--- src/rtl/uart_pkg.sv ---
// Shared UART constants and TX FSM state encoding.
// Build option: define UART_TX_PARITY_EN to add an even-parity bit (11-bit frames).
package uart_pkg;

    localparam int   UART_DATA_BITS  = 8;
`ifdef UART_TX_PARITY_EN
    localparam int   UART_FRAME_BITS = 11;
`else
    localparam int   UART_FRAME_BITS = 10;
`endif
    localparam logic UART_IDLE_LEVEL = 1'b1;

    typedef enum logic [2:0] {
        ST_IDLE,
        ST_START,
        ST_DATA,
`ifdef UART_TX_PARITY_EN
        ST_PARITY,
`endif
        ST_STOP
    } tx_state_e;

endpackage

--- src/rtl/uart_tx_fifo.sv ---
// Synchronous byte FIFO for the UART transmit queue, with registered full/empty flags.
// Show-ahead read: pop_data always presents the oldest entry while not empty.
module uart_tx_fifo
    import uart_pkg::*;
#(
    parameter int FIFO_DEPTH = 4,
    localparam int AW        = $clog2(FIFO_DEPTH)
) (
    input  logic                      wb_clk_i,
    input  logic                      wb_rst_i,
    input  logic                      push,
    input  logic [UART_DATA_BITS-1:0] push_data,
    input  logic                      pop,
    output logic [UART_DATA_BITS-1:0] pop_data,
    output logic                      full,
    output logic                      empty,
    output logic [AW:0]               level
);

    logic [UART_DATA_BITS-1:0] mem [FIFO_DEPTH];
    logic [AW-1:0]             wr_ptr;
    logic [AW-1:0]             rd_ptr;
    logic [AW:0]               count;
    logic [AW:0]               count_next;
    logic                      do_push;
    logic                      do_pop;

    assign do_push  = push && !full;
    assign do_pop   = pop && !empty;
    assign pop_data = mem[rd_ptr];
    assign level    = count;

    always_comb begin
        count_next = count;
        case ({do_push, do_pop})
            2'b10:   count_next = count + (AW+1)'(1);
            2'b01:   count_next = count - (AW+1)'(1);
            default: count_next = count;
        endcase
    end

    // Flags are derived from the next count so they stay registered yet exact.
    always_ff @(posedge wb_clk_i) begin
        if (wb_rst_i) begin
            wr_ptr <= '0;
            rd_ptr <= '0;
            count  <= '0;
            full   <= 1'b0;
            empty  <= 1'b1;
        end else begin
            if (do_push) wr_ptr <= wr_ptr + AW'(1);
            if (do_pop)  rd_ptr <= rd_ptr + AW'(1);
            count <= count_next;
            full  <= (count_next == (AW+1)'(FIFO_DEPTH));
            empty <= (count_next == '0);
        end
    end

    always_ff @(posedge wb_clk_i) begin
        if (do_push) mem[wr_ptr] <= push_data;
    end

endmodule

--- src/rtl/uart_tx_serializer.sv ---
// UART transmit path: byte FIFO feeding an 8N1 serializer, LSB first, divisor-timed bits.
// Build option: define UART_TX_PARITY_EN to insert an even-parity bit before stop.
module uart_tx_serializer
    import uart_pkg::*;
#(
    parameter int FIFO_DEPTH = 4,
    parameter int DIV_W      = 16,
    localparam int LVL_W     = $clog2(FIFO_DEPTH) + 1
) (
    input  logic                      wb_clk_i,
    input  logic                      wb_rst_i,
    input  logic [UART_DATA_BITS-1:0] tx_data_i,
    input  logic                      tx_valid_i,
    output logic                      tx_ready_o,
    input  logic [DIV_W-1:0]          baud_div_i,
    output logic                      tx_o,
    output logic                      busy_o,
    output logic [LVL_W-1:0]          fifo_level_o
);

    tx_state_e                 state_q, state_d;
    logic [UART_DATA_BITS-1:0] shift_q, shift_d;
    logic [DIV_W-1:0]          cnt_q, cnt_d;
    logic [DIV_W-1:0]          div_q, div_d;
    logic [2:0]                idx_q, idx_d;
    logic                      tx_q, tx_d;
    logic                      busy_q, busy_d;
    logic                      ready_en_q;
    logic                      load;
    logic                      bit_end;
    logic                      fifo_full;
    logic                      fifo_empty;
    logic [UART_DATA_BITS-1:0] fifo_rd_data;
`ifdef UART_TX_PARITY_EN
    logic                      par_q;
`endif

    assign tx_ready_o = ready_en_q && !fifo_full;
    assign tx_o       = tx_q;
    assign busy_o     = busy_q;
    assign bit_end    = (cnt_q == '0);

    uart_tx_fifo #(
        .FIFO_DEPTH (FIFO_DEPTH)
    ) u_fifo (
        .wb_clk_i  (wb_clk_i),
        .wb_rst_i  (wb_rst_i),
        .push      (tx_valid_i && tx_ready_o),
        .push_data (tx_data_i),
        .pop       (load),
        .pop_data  (fifo_rd_data),
        .full      (fifo_full),
        .empty     (fifo_empty),
        .level     (fifo_level_o)
    );

    always_comb begin
        state_d = state_q;
        shift_d = shift_q;
        cnt_d   = cnt_q;
        div_d   = div_q;
        idx_d   = idx_q;
        tx_d    = tx_q;
        busy_d  = busy_q;
        load    = 1'b0;

        if (state_q != ST_IDLE && !bit_end) cnt_d = cnt_q - DIV_W'(1);

        // tx_d is the level for the bit that begins on the coming edge.
        case (state_q)
            ST_IDLE: begin
                load = !fifo_empty;
            end
            ST_START: begin
                if (bit_end) begin
                    state_d = ST_DATA;
                    cnt_d   = div_q;
                    idx_d   = '0;
                    tx_d    = shift_q[0];
                end
            end
            ST_DATA: begin
                if (bit_end) begin
                    cnt_d = div_q;
                    if (idx_q == 3'd7) begin
`ifdef UART_TX_PARITY_EN
                        state_d = ST_PARITY;
                        tx_d    = par_q;
`else
                        state_d = ST_STOP;
                        tx_d    = 1'b1;
`endif
                    end else begin
                        idx_d   = idx_q + 3'd1;
                        shift_d = {1'b0, shift_q[UART_DATA_BITS-1:1]};
                        tx_d    = shift_q[1];
                    end
                end
            end
`ifdef UART_TX_PARITY_EN
            ST_PARITY: begin
                if (bit_end) begin
                    state_d = ST_STOP;
                    cnt_d   = div_q;
                    tx_d    = 1'b1;
                end
            end
`endif
            ST_STOP: begin
                if (bit_end) begin
                    if (!fifo_empty) begin
                        load = 1'b1;
                    end else begin
                        state_d = ST_IDLE;
                        busy_d  = 1'b0;
                        tx_d    = UART_IDLE_LEVEL;
                    end
                end
            end
            default: begin
                state_d = ST_IDLE;
                busy_d  = 1'b0;
                tx_d    = UART_IDLE_LEVEL;
            end
        endcase

        // Shared by IDLE and STOP so back-to-back frames start with no idle clock.
        if (load) begin
            state_d = ST_START;
            shift_d = fifo_rd_data;
            div_d   = baud_div_i;
            cnt_d   = baud_div_i;
            tx_d    = 1'b0;
            busy_d  = 1'b1;
        end
    end

    always_ff @(posedge wb_clk_i) begin
        if (wb_rst_i) begin
            state_q    <= ST_IDLE;
            shift_q    <= '0;
            cnt_q      <= '0;
            div_q      <= '0;
            idx_q      <= '0;
            tx_q       <= UART_IDLE_LEVEL;
            busy_q     <= 1'b0;
            ready_en_q <= 1'b0;
        end else begin
            state_q    <= state_d;
            shift_q    <= shift_d;
            cnt_q      <= cnt_d;
            div_q      <= div_d;
            idx_q      <= idx_d;
            tx_q       <= tx_d;
            busy_q     <= busy_d;
            ready_en_q <= 1'b1;
        end
    end

`ifdef UART_TX_PARITY_EN
    always_ff @(posedge wb_clk_i) begin
        if (wb_rst_i)  par_q <= 1'b0;
        else if (load) par_q <= ^fifo_rd_data;
    end
`endif

endmodule

--- config.mk ---
export PLATFORM = sky130hd
export DESIGN_NAME = uart_tx_serializer
export DESIGN_NICKNAME = d
export VERILOG_FILES = /design/src/rtl/uart_pkg.sv /design/src/rtl/uart_tx_fifo.sv /design/src/rtl/uart_tx_serializer.sv
export SDC_FILE = /design/constraint.sdc
export NUM_CORES = 1
export LEC_CHECK = 0
export BUFFER_PORTS_ARGS = -buffer_cell sky130_fd_sc_hd__buf_2
export CORE_ASPECT_RATIO = 0.5
export CORE_UTILIZATION = 30
export CTS_CLUSTER_DIAMETER = 50
export DETAILED_ROUTE_END_ITERATION = 12
export PLACE_DENSITY = 0.45
export SETUP_SLACK_MARGIN = 0.02
export SLEW_MARGIN = 40
export SYNTH_ARGS = -nofsm -noshare
export SYNTH_HDL_FRONTEND = slang
export SYNTH_HIERARCHICAL = 1
export SYNTH_SLANG_ARGS = --single-unit
--- constraint.sdc ---
create_clock -name wb_clk_i -period 5.9 [get_ports wb_clk_i]
set_input_delay 0.885 -clock wb_clk_i [delete_from_list [all_inputs] [get_ports wb_clk_i]]
set_output_delay 0.885 -clock wb_clk_i [all_outputs]
set_load 0.05 [all_outputs]
; ---- Word level (Yosys, flattened, before mapping)
; Memories as Yosys holds them, arrays and structs flattened. A register that Yosys moved wholly into a read port is not among the register bits.
; Index checks and enable logic that the tools add are counted.
[totals]
regBits = 58
latchBits = 0
ramBits = 32
rom_bits = 0
in_bits = 27
out_inout_bits = 6
wordCells = 106
mem_count = 1
[classes]
add_sub_neg = 6
multipliers = 0
div_mod_pow = 0
n_lt_le_gt_ge = 0
n_eq_ne = 21
shifts = 0
mux = 39
bitwise = 1
reduce_logical = 24
[mem_list]
columns = memory, depth, word_bits, read_ports, rd_ports_with_merged_regs, wr, line_no
row1 = u_fifo.mem, 4, 8, 1, 1, 1, uart_tx_fifo.sv:20  ; logic [UART_DATA_BITS-1:0] mem [FIFO_DEPTH];
[ops]
columns = op, count
row1 = 16-bit 2-to-1 mux, 4
row2 = 8-bit 2-to-1 mux, 4
row3 = 3-bit 2-to-1 mux, 8
row4 = 16-bit logical NOT, 1
row5 = 16-bit by 1-bit subtractor with 16-bit output (second input constant), 1
row6 = 1-bit 2-to-1 mux, 15
row7 = 3-bit by 2-bit inequality test with 1-bit output (second input constant), 4
row8 = 3-bit case mux with 2 select lines, 2
row9 = 3-bit case mux with 4 select lines, 1
row10 = 6-bit AND reduction, 2
row11 = 2-bit inequality test (second input constant), 5
row12 = 2-bit by 1-bit inequality test with 1-bit output (second input constant), 4
row13 = 3-bit by 1-bit adder with 3-bit output (second input constant), 2
row14 = 3-bit by 2-bit equality test with 1-bit output (second input constant), 2
row15 = 3-bit equality test (second input constant), 2
row16 = 3-bit logical NOT, 2
row17 = 3-bit AND reduction, 2
row18 = 2-bit nonzero test, 3
row19 = 1-bit logical AND, 5
row20 = 5-bit AND reduction, 1
row21 = 2-bit by 1-bit adder with 2-bit output (second input constant), 2
row22 = 2-bit 2-to-1 mux, 2
row23 = 1-bit case mux with 2 select lines, 2
row24 = 1-bit case mux with 4 select lines, 1
row25 = other kinds (11), 14

; ---- Longest topological paths before layout
; Gate-level depths: netlist of run 1.
[logic_depth]
depth_word = 7
ltp_mapped = 15
depth_no_buf = 13

; ---- By module
; Netlist of run 1, hierarchy kept.
[by_module_without_submodules]
columns = module, n_inst, cells_each, area_each_um2, seq_area_each_um2
row1 = uart_tx_serializer, 1, 310, 2474.9, 960.9
row2 = uart_tx_fifo, 1, 100, 1694.1, 1181.1

; ---- Worst setup path after synthesis of run 1
; OpenSTA, ideal clock, no wires.
[synth_timing]
path_kind = register -> register
startpoint = register cnt_q[0]
endpoint = register u_fifo.full
setup_ns = 0.079
arrival_ns = 3.448
required_ns = 5.821
path_slack_ns = 2.373
stages_incl_launch_ff = 15
path_buffers = 1
period_less_slack_ns = 3.527
cell_sequence = dfxtp_1 > inv_1 > ha_1 > or4b_2 > nor4_4 > a31oi_1 > inv_2 > buf_4 > nor2b_1 > ha_1 > inv_1 > fa_1 > xor2_1 > or3_4 > a211oi_2
[synth_between]
elab_chain_len = 7
elab_cells_between_ends = 8
classes_between = eq/ne: 3 / mux: 3 / reduce/logical: 2
[synth_rtl]
columns = item, line_no
row1 = start: declaration, uart_tx_serializer.sv:23  ; logic [DIV_W-1:0] cnt_q, cnt_d;
row2 = start signal: assignment, uart_tx_serializer.sv:151  ; cnt_q <= cnt_d;
row3 = 16-bit logical NOT *, uart_tx_serializer.sv:41  ; assign bit_end = (cnt_q == '0);
row4 = 1-bit 2-to-1 mux *, uart_tx_serializer.sv:110  ; if (bit_end) begin
row5 = 1-bit case mux with 2 select lines *, uart_tx_serializer.sv:70  ; case (state_q)
row6 = 1-bit logical AND *, uart_tx_fifo.sv:29  ; assign do_pop = pop && !empty;
row7 = 2-bit by 1-bit equality test with 1-bit output or 2-bit equality test (tied branches), uart_tx_fifo.sv:35  ; case ({do_push, do_pop})
row8 = 3-bit case mux with 2 select lines *, uart_tx_fifo.sv:35
row9 = 3-bit equality test *, uart_tx_fifo.sv:54  ; full <= (count_next == (AW+1)'(FIFO_DEPTH));
row10 = end signal: assignment, uart_tx_fifo.sv:54
row11 = end: declaration, uart_tx_fifo.sv:15  ; output logic full,
; Every way passes the cells marked *; elsewhere a longest branch is shown, timed or not.
; A chain may end at the register's enable or synchronous reset.

; ---- Worst setup path after layout of run 1
[layout_timing]
startpoint = register cnt_q[11]
endpoint = register u_fifo.full
; Same word-level chain as after synthesis.

==> results_dict.tcl, run 1 <==
set metrics [dict create \
    maxCapViolations 0 \
    vias_per_cell 4.79 \
    cts_tree "yes" \
    rsz0062_at_grt "no" \
    multiInputGateArea_sq_um 1860 \
    num-nets-final 469 \
    final.setup.tns_ns 0 \
    synth_fa_ha_area_frac 0.0408 \
    syn_area_sq_um 4170 \
    hp-class "reg -> reg" \
    drtAntennaViolNets 0 \
    rows 30 \
    arrival_ns 4.22 \
    cts_resized 0 \
    synthSimpleGateAreaFrac 0.185 \
    dieArea_sq_um 14400 \
    postCtsHoldBufs 0 \
    crit_type "reg -> reg" \
    synth_compound_area_frac 0.140 \
    setup_violations 0 \
    antenna_found_initial 0 \
    num_io_pins 33 \
    synth_mux_area_frac 0.0555 \
    irDropWorstVdd_mv 0.136 \
    placed_area_sq_um 4480 \
    syn2layout_area_growth_pct 14.5 \
    final-hold-violation-count 0 \
    skew_ns 0.00907 \
    timing.final.ws_setup_ns 1.95 \
    fin_crit_ns 3.95 \
    ys_top_cells_by_area "dfxtp_1 (28%), edfxtp_1 (23%), nand2_1 (5.4%), mux4_2 (4.3%), ha_1 (3.6%)" \
    slew_headroom 0.541 \
    die_w_um 169 \
    synth_edf_count 32 \
    ys.flop_type "dfxtp_1" \
    grtUsageTotal 0.134 \
    register_area_sq_um 2140 \
    vias 2999 \
    fp.dieH_um 85.4 \
    cp-end-kind "register" \
    ys_ff_latch 91 \
    maxSlewViolCount 0 \
    netlist_instances 410 \
    period_share 0.669 \
    worstPathRequired_ns 6.17 \
    synth_warnings 6 \
    final_cell_area_sq_um 4770 \
    outcome "finished, final reports clean" \
    yosysTopAreaCellShare 0.283 \
    cts_sinks 91 \
    synth_top_family_by_area "simple AND/OR/NAND/NOR gates" \
    fillCellCount 1349 \
    final_layout_size_suffix_gt1_frac 0.166 \
    drt_pass1_iterations 4 \
    grt_pass1_vias 2779 \
    ys_seq_area_frac 0.514 \
    avgSynthCellArea_sq_um 10.2 \
    cts_max_level 3 \
    synth_top_cell_by_area "dfxtp_1" \
    clk_latency_ns 0.35 \
    diodes 0 \
    grt_remaining_overflow 0 \
    startpoint_type "register" \
    fmax_ghz 0.253 \
    drt_iter0_drc 127 \
    portBuffers 32 \
    grt_max_degree 60 \
    synth_common_cells "nand2_1 (60), dfxtp_1 (59), edfxtp_1 (32)" \
    grt_pass1_wl_mm 14.8 \
    cts_setup_buffers 0 \
    synth_most_common_cell "nand2_1" \
    synthXorXnorAreaFrac 0.0210 \
    hpwlAfterDp_mm 6.01 \
    worst_pin_slew_ns 0.686 \
    dp_slack_ns 1.95 \
    ys_async_sr_fraction 0 \
    p_per_area_nw_per_um2 406 \
    yosysUniqueCellTypes 54 \
    synth_fp_nets 450 \
    wirelength_mm 8.96 \
    wire_per_inst_um 14.3 \
    p_leak_uw 0.00166 \
    numCtsBuffers 9 \
    clock-root-buffer "clkbuf_16" \
    core_sq_um 13600 \
    routabilityCongestion 0.702 \
    cts_buffer_depth 2 \
    total_power_uw 1940 \
    start_util 0.308 \
    clk_pin_slew_ns 0.07 \
    critical_path.max_fanout 22 \
    post-route-drc-count 0 \
]
[per-stage QoR]
stage / std cells / hold WS (ns) / util
after global placement: 610 / 0.446 / 0.330
after CTS: 626 / 0.460 / 0.352
after global routing: 626 / 0.482 / 0.352
final: 626 / 0.458 / 0.352
after floorplan: 410 / 0.436 / -
after detailed placement: 610 / 0.449 / 0.330
[final timing paths]
path                   from  cells past startpoint  slack, ns          end
setup / recovery  cnt_q[11]                     12       1.95  u_fifo/full
hold / removal     div_q[7]                      2       0.46     div_q[7]
setup reg to reg  cnt_q[11]                     12       1.95  u_fifo/full
hold reg to reg    div_q[7]                      2       0.46     div_q[7]
[worst max-delay path, stage by stage (launching register included)]
cell and delay (ns):
dfxtp_1 0.35, or4_1 0.72, nor4_4 0.32, buf_4 0.31
a31oi_4 0.12, inv_2 0.31, nor2b_1 0.28, ha_1 0.22
inv_1 0.06, fa_1 0.40, xor2_1 0.20, or3_4 0.35
a211oi_2 0.21
[report_power, final]
group	total, uW	switching [uW]	internal [uW]
clock	573	271	301
sequential	797	70.9	726
combinational	567	354	213
[cell families after synthesis]
| group | after synthesis |
|---|---|
| XOR/XNOR | 10 |
| flip-flops | 91 |
| AND/OR/NAND/NOR | 154 |
| adder cells (fa/ha/maj) | 13 |
| AO/OA/AOI/OAI | 88 |
| buffers and inverters | 41 |
| multiplexers | 13 |
[cell usage in the layout (no fill, tap or decap), drive strengths merged, types with 7 or more instances in the layout]
cell	instances
dfxtp	59
nor4	7
ha	12
inv	20
xnor2	7
nor3	11
a311oi	7
buf	35
a31oi	10
nand2	60
nand3	13
a21oi	25
o21ai	14
clkbuf	9
edfxtp	32
mux4	8
nor2	30
and2	7
[metal layers]
| metal | track usage | up-vias | routed length (um) | part of all wire |
|---|---|---|---|---|
| li1 | - | 1531 | - | - |
| met5 | 0 | - | 0 | 0 |
| met2 | 0.208 | 36 | 3980 | 0.44 |
| met3 | 0.0322 | 12 | 239 | 0.027 |
| met1 | 0.183 | 1420 | 4620 | 0.52 |
| met4 | 0.0488 | 0 | 118 | 0.013 |
[registers in the layout, indices dropped and copies added, names as in the netlist, 2 cells and up, named ones only]
name,cells
u_fifo/mem,32
u_fifo/level,3
state_q,2
idx_q,3
u_fifo/rd_ptr,2
u_fifo/wr_ptr,2
cnt_q,16
div_q,16
shift_q,8
[final cells by class]
cell class              count  area share
multi-input cells         278       0.390
flip-flops and latches     91       0.449
repair buffers             35      0.0383
clock buffers               9      0.0472
inverters                  14      0.0110
well taps                 192      0.0503
clock inverters             7      0.0149
No activity file was read; power rests on OpenSTA's default activity.
==> run 2, diff against run 1 <==
==> constraint.sdc (replaced) <==
create_clock -name wb_clk_i -period 3.8 [get_ports wb_clk_i]
set_input_delay 0.57 -clock wb_clk_i [delete_from_list [all_inputs] [get_ports wb_clk_i]]
set_output_delay 0.57 -clock wb_clk_i [all_outputs]
set_load 0.05 [all_outputs]
==> results_dict.tcl, run 2 (synthesis results as in run 1) <==
set metrics [dict create \
    rsz0062_at_grt "no" \
    drt_iter0_drc 140 \
    cts_setup_buffers 0 \
    rows 30 \
    final.setup.tns_ns 0 \
    startpoint_type "register" \
    crit_type "reg -> reg" \
    critical_path.max_fanout 7 \
    drtAntennaViolNets 0 \
    die_w_um 169 \
    outcome "finished, final reports clean" \
    dieArea_sq_um 14400 \
    top_register "u_fifo/mem" \
    grt_pass1_vias 2965 \
    reg2regPathDepth 11 \
    fmax_ghz 0.290 \
    hp-class "in -> reg" \
    setup_violations 0 \
    clock-root-buffer "clkbuf_16" \
    grt_remaining_overflow 0 \
    num-nets-final 472 \
    routabilityCongestion 0.716 \
    final_layout_size_suffix_gt1_frac 0.172 \
    final-hold-violation-count 0 \
    fp.dieH_um 85.4 \
    wire_per_inst_um 14.3 \
    maxSlewViolCount 0 \
    vias_per_cell 4.84 \
    grt_pass1_wl_mm 15.0 \
    irDropWorstVdd_mv 0.236 \
    reg.largest.list "u_fifo/mem x32, cnt_q x16, div_q x16" \
    worst_pin_slew_ns 0.770 \
    worstPathRequired_ns 4.07 \
    maxCapViolations 0 \
    holdPathStages 1 \
    vias 3044 \
    portBuffers 32 \
    diodes 0 \
    clk_latency_ns 0.35 \
    start_util 0.308 \
    slew_headroom 0.485 \
    multiInputGateArea_sq_um 1860 \
    register_area_sq_um 2140 \
    period_share 0.909 \
    cp-end-kind "register" \
    clk_pin_slew_ns 0.07 \
    p_leak_uw 0.00168 \
    p_per_area_nw_per_um2 633 \
    cts_resized 0 \
    fin_crit_ns 3.45 \
    final_cell_mix "nand2_1 (60), dfxtp_1 (59), buf_2 (32), edfxtp_1 (32), nor2_1 (30)" \
    wirelength_mm 9.00 \
    final_core_util 0.355 \
    post-route-drc-count 0 \
    largest_reg_flops 32 \
    numCtsBuffers 9 \
    cts_max_level 3 \
    grtUsageTotal 0.135 \
    num_io_pins 33 \
    postCtsHoldBufs 0 \
    syn2layout_area_growth_pct 15.3 \
    cts_sinks 91 \
    layout_commonest_cell "nand2_1" \
    fillCellCount 1373 \
    drt_pass1_iterations 4 \
    skew_ns 0.00607 \
    cts_tree "yes" \
    grt_max_degree 60 \
    arrival_ns 3.72 \
    cts_buffer_depth 2 \
    antenna_found_initial 0 \
    hpwlAfterDp_mm 6.20 \
    core_sq_um 13600 \
]
==> run 2: worst paths after layout <==
check | startpoint | to | slack (ns)
max | cnt_q[11] | u_fifo/full | 0.35
min | tx_data_i[1] | u_fifo/mem[2][1] | 0.43
max reg2reg | cnt_q[11] | u_fifo/full | 0.35
min reg2reg | div_q[3] | div_q[3] | 0.46
==> run 2: metrics by stage <==
stage | setup slack (ns) | total power, uW | area (sq um) | hold slack, ns | std cells
floorplan | 0.273 | 1940 | 4170 | 0.436 | 410
global placement | 0.415 | 2160 | 4500 | 0.447 | 613
detailed placement | 0.386 | 2150 | 4500 | 0.448 | 613
CTS | 0.333 | 3080 | 4810 | 0.419 | 629
global route | 0.132 | 3240 | 4810 | 0.423 | 629
finish | 0.347 | 3040 | 4810 | 0.430 | 629
==> run 2: metal layers <==
metal  up-vias  global-route usage  share of wire  routed length [um]
li1       1533                   -              -                   -
met1      1458               0.181           0.50                4500
met2        43               0.216           0.45                4080
met3        10              0.0368          0.035                 315
met4         0              0.0372          0.011                  97
met5         -                   0              0                   0
==> run 2: area by class of cell <==
| cell class | count | area share |
|---|---|---|
| Sequential cell | 91 | 0.445 |
| Multi-Input combinational cell | 278 | 0.387 |
| Tap cell | 192 | 0.0500 |
| Clock buffer | 9 | 0.0468 |
| Timing Repair Buffer | 38 | 0.0427 |
| Clock inverter | 7 | 0.0174 |
| Inverter | 14 | 0.0109 |
==> run 2: where the power goes <==
part | switching [uW] | total [uW] | internal, uW
Sequential | 108 | 1230 | 1130
Clock | 436 | 910 | 474
Combinational | 556 | 897 | 341
Total | 1100 | 3040 | 1940
==> run 2: critical path: stages, from the launching register on <==
cell      delay (ns)
dfxtp_1         0.35
or4_1           0.73
nor4_4          0.42
a31oi_4         0.14
inv_2           0.07
nor2b_1         0.21
ha_1            0.22
inv_1           0.06
fa_1            0.41
xor2_1          0.20
or3_4           0.35
a211oi_2        0.21
==> run 3, diff against run 2 <==
--- a/config.mk
+++ b/config.mk
@@ -8,6 +8,7 @@
 export BUFFER_PORTS_ARGS = -buffer_cell sky130_fd_sc_hd__buf_2
 export CORE_ASPECT_RATIO = 0.5
 export CORE_UTILIZATION = 30
+export CTS_BUF_LIST = sky130_fd_sc_hd__clkbuf_8
 export CTS_CLUSTER_DIAMETER = 50
 export DETAILED_ROUTE_END_ITERATION = 12
 export PLACE_DENSITY = 0.45
@@ -17,3 +18,4 @@
 export SYNTH_HDL_FRONTEND = slang
 export SYNTH_HIERARCHICAL = 1
 export SYNTH_SLANG_ARGS = --single-unit
+export TNS_END_PERCENT = 10
==> results_dict.tcl, run 3 (synthesis results as in run 1) <==
set metrics [dict create \
    layout_commonest_cell "nand2_1" \
    cts_tree "yes" \
    top_register "u_fifo/mem" \
    p_per_area_nw_per_um2 597 \
    dp_cells 613 \
    critical_path_buf_inv_count 2 \
    cp-end-kind "register" \
    p_leak_uw 0.00163 \
    fin_cells 629 \
    crit_chain "or4_1 > nor4_4 > a31oi_4 > inv_2 > nor2b_1 > ha_1 > inv_1 > fa_1 > xor2_1 > or3_4 > a211oi_2" \
    arrival_ns 3.76 \
    grtUsageTotal 0.136 \
    skew_ns 0.0118 \
    diodes 0 \
    fillCellCount 1392 \
    antenna_found_initial 0 \
    numCtsBuffers 9 \
    grt_max_degree 60 \
    grt_remaining_overflow 0 \
    routabilityCongestion 0.716 \
    final-hold-violation-count 0 \
    setup_violations 0 \
    grt_pass1_wl_mm 15.0 \
    clk_latency_ns 0.38 \
    reg2regPathDepth 11 \
    drtAntennaViolNets 0 \
    crit_type "reg -> reg" \
    maxSlewViolCount 0 \
    vias 3027 \
    hp-class "in -> reg" \
    grt_pass1_vias 2951 \
    startpoint_type "register" \
    cp_slowest_cell "or4_1" \
    core_sq_um 13600 \
    period_share 0.909 \
    switching_share 0.383 \
    post-route-drc-count 0 \
    register_area_sq_um 2140 \
    pwr-share-clk 0.241 \
    final.setup.tns_ns 0 \
    num_io_pins 33 \
    cts_setup_buffers 0 \
    postCtsHoldBufs 0 \
    fmax_ghz 0.289 \
    final_cell_mix "nand2_1 (60), dfxtp_1 (59), buf_2 (32), edfxtp_1 (32), nor2_1 (30)" \
    cts_max_level 3 \
    start_util 0.308 \
    clk_pin_slew_ns 0.11 \
    portBuffers 32 \
    cts_resized 0 \
    drt_iter0_drc 105 \
    power.switching_uw 1070 \
    syn2layout_area_growth_pct 12.9 \
    cts_sinks 91 \
    wire_per_inst_um 14.3 \
    final_layout_size_suffix_gt1_frac 0.172 \
    die_w_um 169 \
    multiInputGateArea_sq_um 1860 \
    maxCapViolations 0 \
    worst_pin_slew_ns 0.785 \
    fp.dieH_um 85.4 \
    crit_family "simple AND/OR/NAND/NOR gates" \
    outcome "finished, final reports clean" \
    vias_per_cell 4.81 \
    drt_pass1_iterations 4 \
    reg.largest.list "u_fifo/mem x32, cnt_q x16, div_q x16" \
    rsz0062_at_grt "no" \
    clock-root-buffer "clkbuf_8" \
    hpwlAfterDp_mm 6.20 \
    fin_crit_ns 3.45 \
    worstPathRequired_ns 4.10 \
    max_stage_delay_ns 0.73 \
    slew_headroom 0.475 \
    wirelength_mm 9.01 \
    p_int_uw 1730 \
    cts_buffer_depth 2 \
    cp.depth 11 \
    rows 30 \
    critical_path.max_fanout 7 \
    dieArea_sq_um 14400 \
    p_comb_frac 0.319 \
    largest_reg_flops 32 \
    power_frac_seq 0.440 \
    num-nets-final 472 \
    holdPathStages 1 \
    irDropWorstVdd_mv 0.181 \
]
-- run 3: cell counts in the layout (fill, tap and decap cells not counted) --
No cell type changed its count.
-- run 3: path summary, 6_finish.rpt --
path / from / to / slack, ns
setup / recovery: cnt_q[11] / u_fifo/full / 0.35
hold / removal: tx_data_i[1] / u_fifo/mem[0][1] / 0.39
setup reg to reg: cnt_q[11] / u_fifo/full / 0.35
hold reg to reg: div_q[3] / div_q[3] / 0.46
-- run 3: power groups by stage --
stage / clock network [uW] / logic (uW) / registers (uW)
floorplan: 0 / 691 / 1250
global placement: 0 / 907 / 1260
detailed placement: 0 / 897 / 1260
CTS: 703 / 903 / 1240
global route: 745 / 998 / 1260
finish: 678 / 896 / 1240
-- run 3: worst reg2reg max path, cell delays in order, from the launching register on --
cell      delay (ns)
dfxtp_1         0.36
or4_1           0.73
nor4_4          0.42
a31oi_4         0.14
inv_2           0.07
nor2b_1         0.21
ha_1            0.22
inv_1           0.06
fa_1            0.41
xor2_1          0.20
or3_4           0.35
a211oi_2        0.21
-- run 3: area by class of cell --
type | count | share of cell area
clock inverters | 7 | 0.0178
clock buffers | 9 | 0.0263
multi-input cells | 278 | 0.395
inverters | 14 | 0.0112
well taps | 192 | 0.0510
repair buffers | 38 | 0.0436
flip-flops and latches | 91 | 0.455
-- run 3: routing by layer --
layer / GRT usage / vias to the layer above / routed length [um]
li1: - / 1531 / -
met1: 0.181 / 1459 / 4540
met2: 0.217 / 28 / 4110
met3: 0.0382 / 9 / 251
met4: 0.0347 / 0 / 104
met5: 0 / - / 0
-- run 3: per-stage QoR --
stage / hold WS [ns] / util / worst slack [ns] / instance area [sq um] / total power (uW)
final: 0.393 / 0.347 / 0.345 / 4710 / 2810
after global routing: 0.375 / 0.347 / 0.125 / 4710 / 3000
after CTS: 0.382 / 0.347 / 0.324 / 4710 / 2840
after detailed placement: 0.448 / 0.332 / 0.386 / 4500 / 2150
after global placement: 0.447 / 0.332 / 0.415 / 4500 / 2160
after floorplan: 0.436 / - / 0.273 / 4170 / 1940
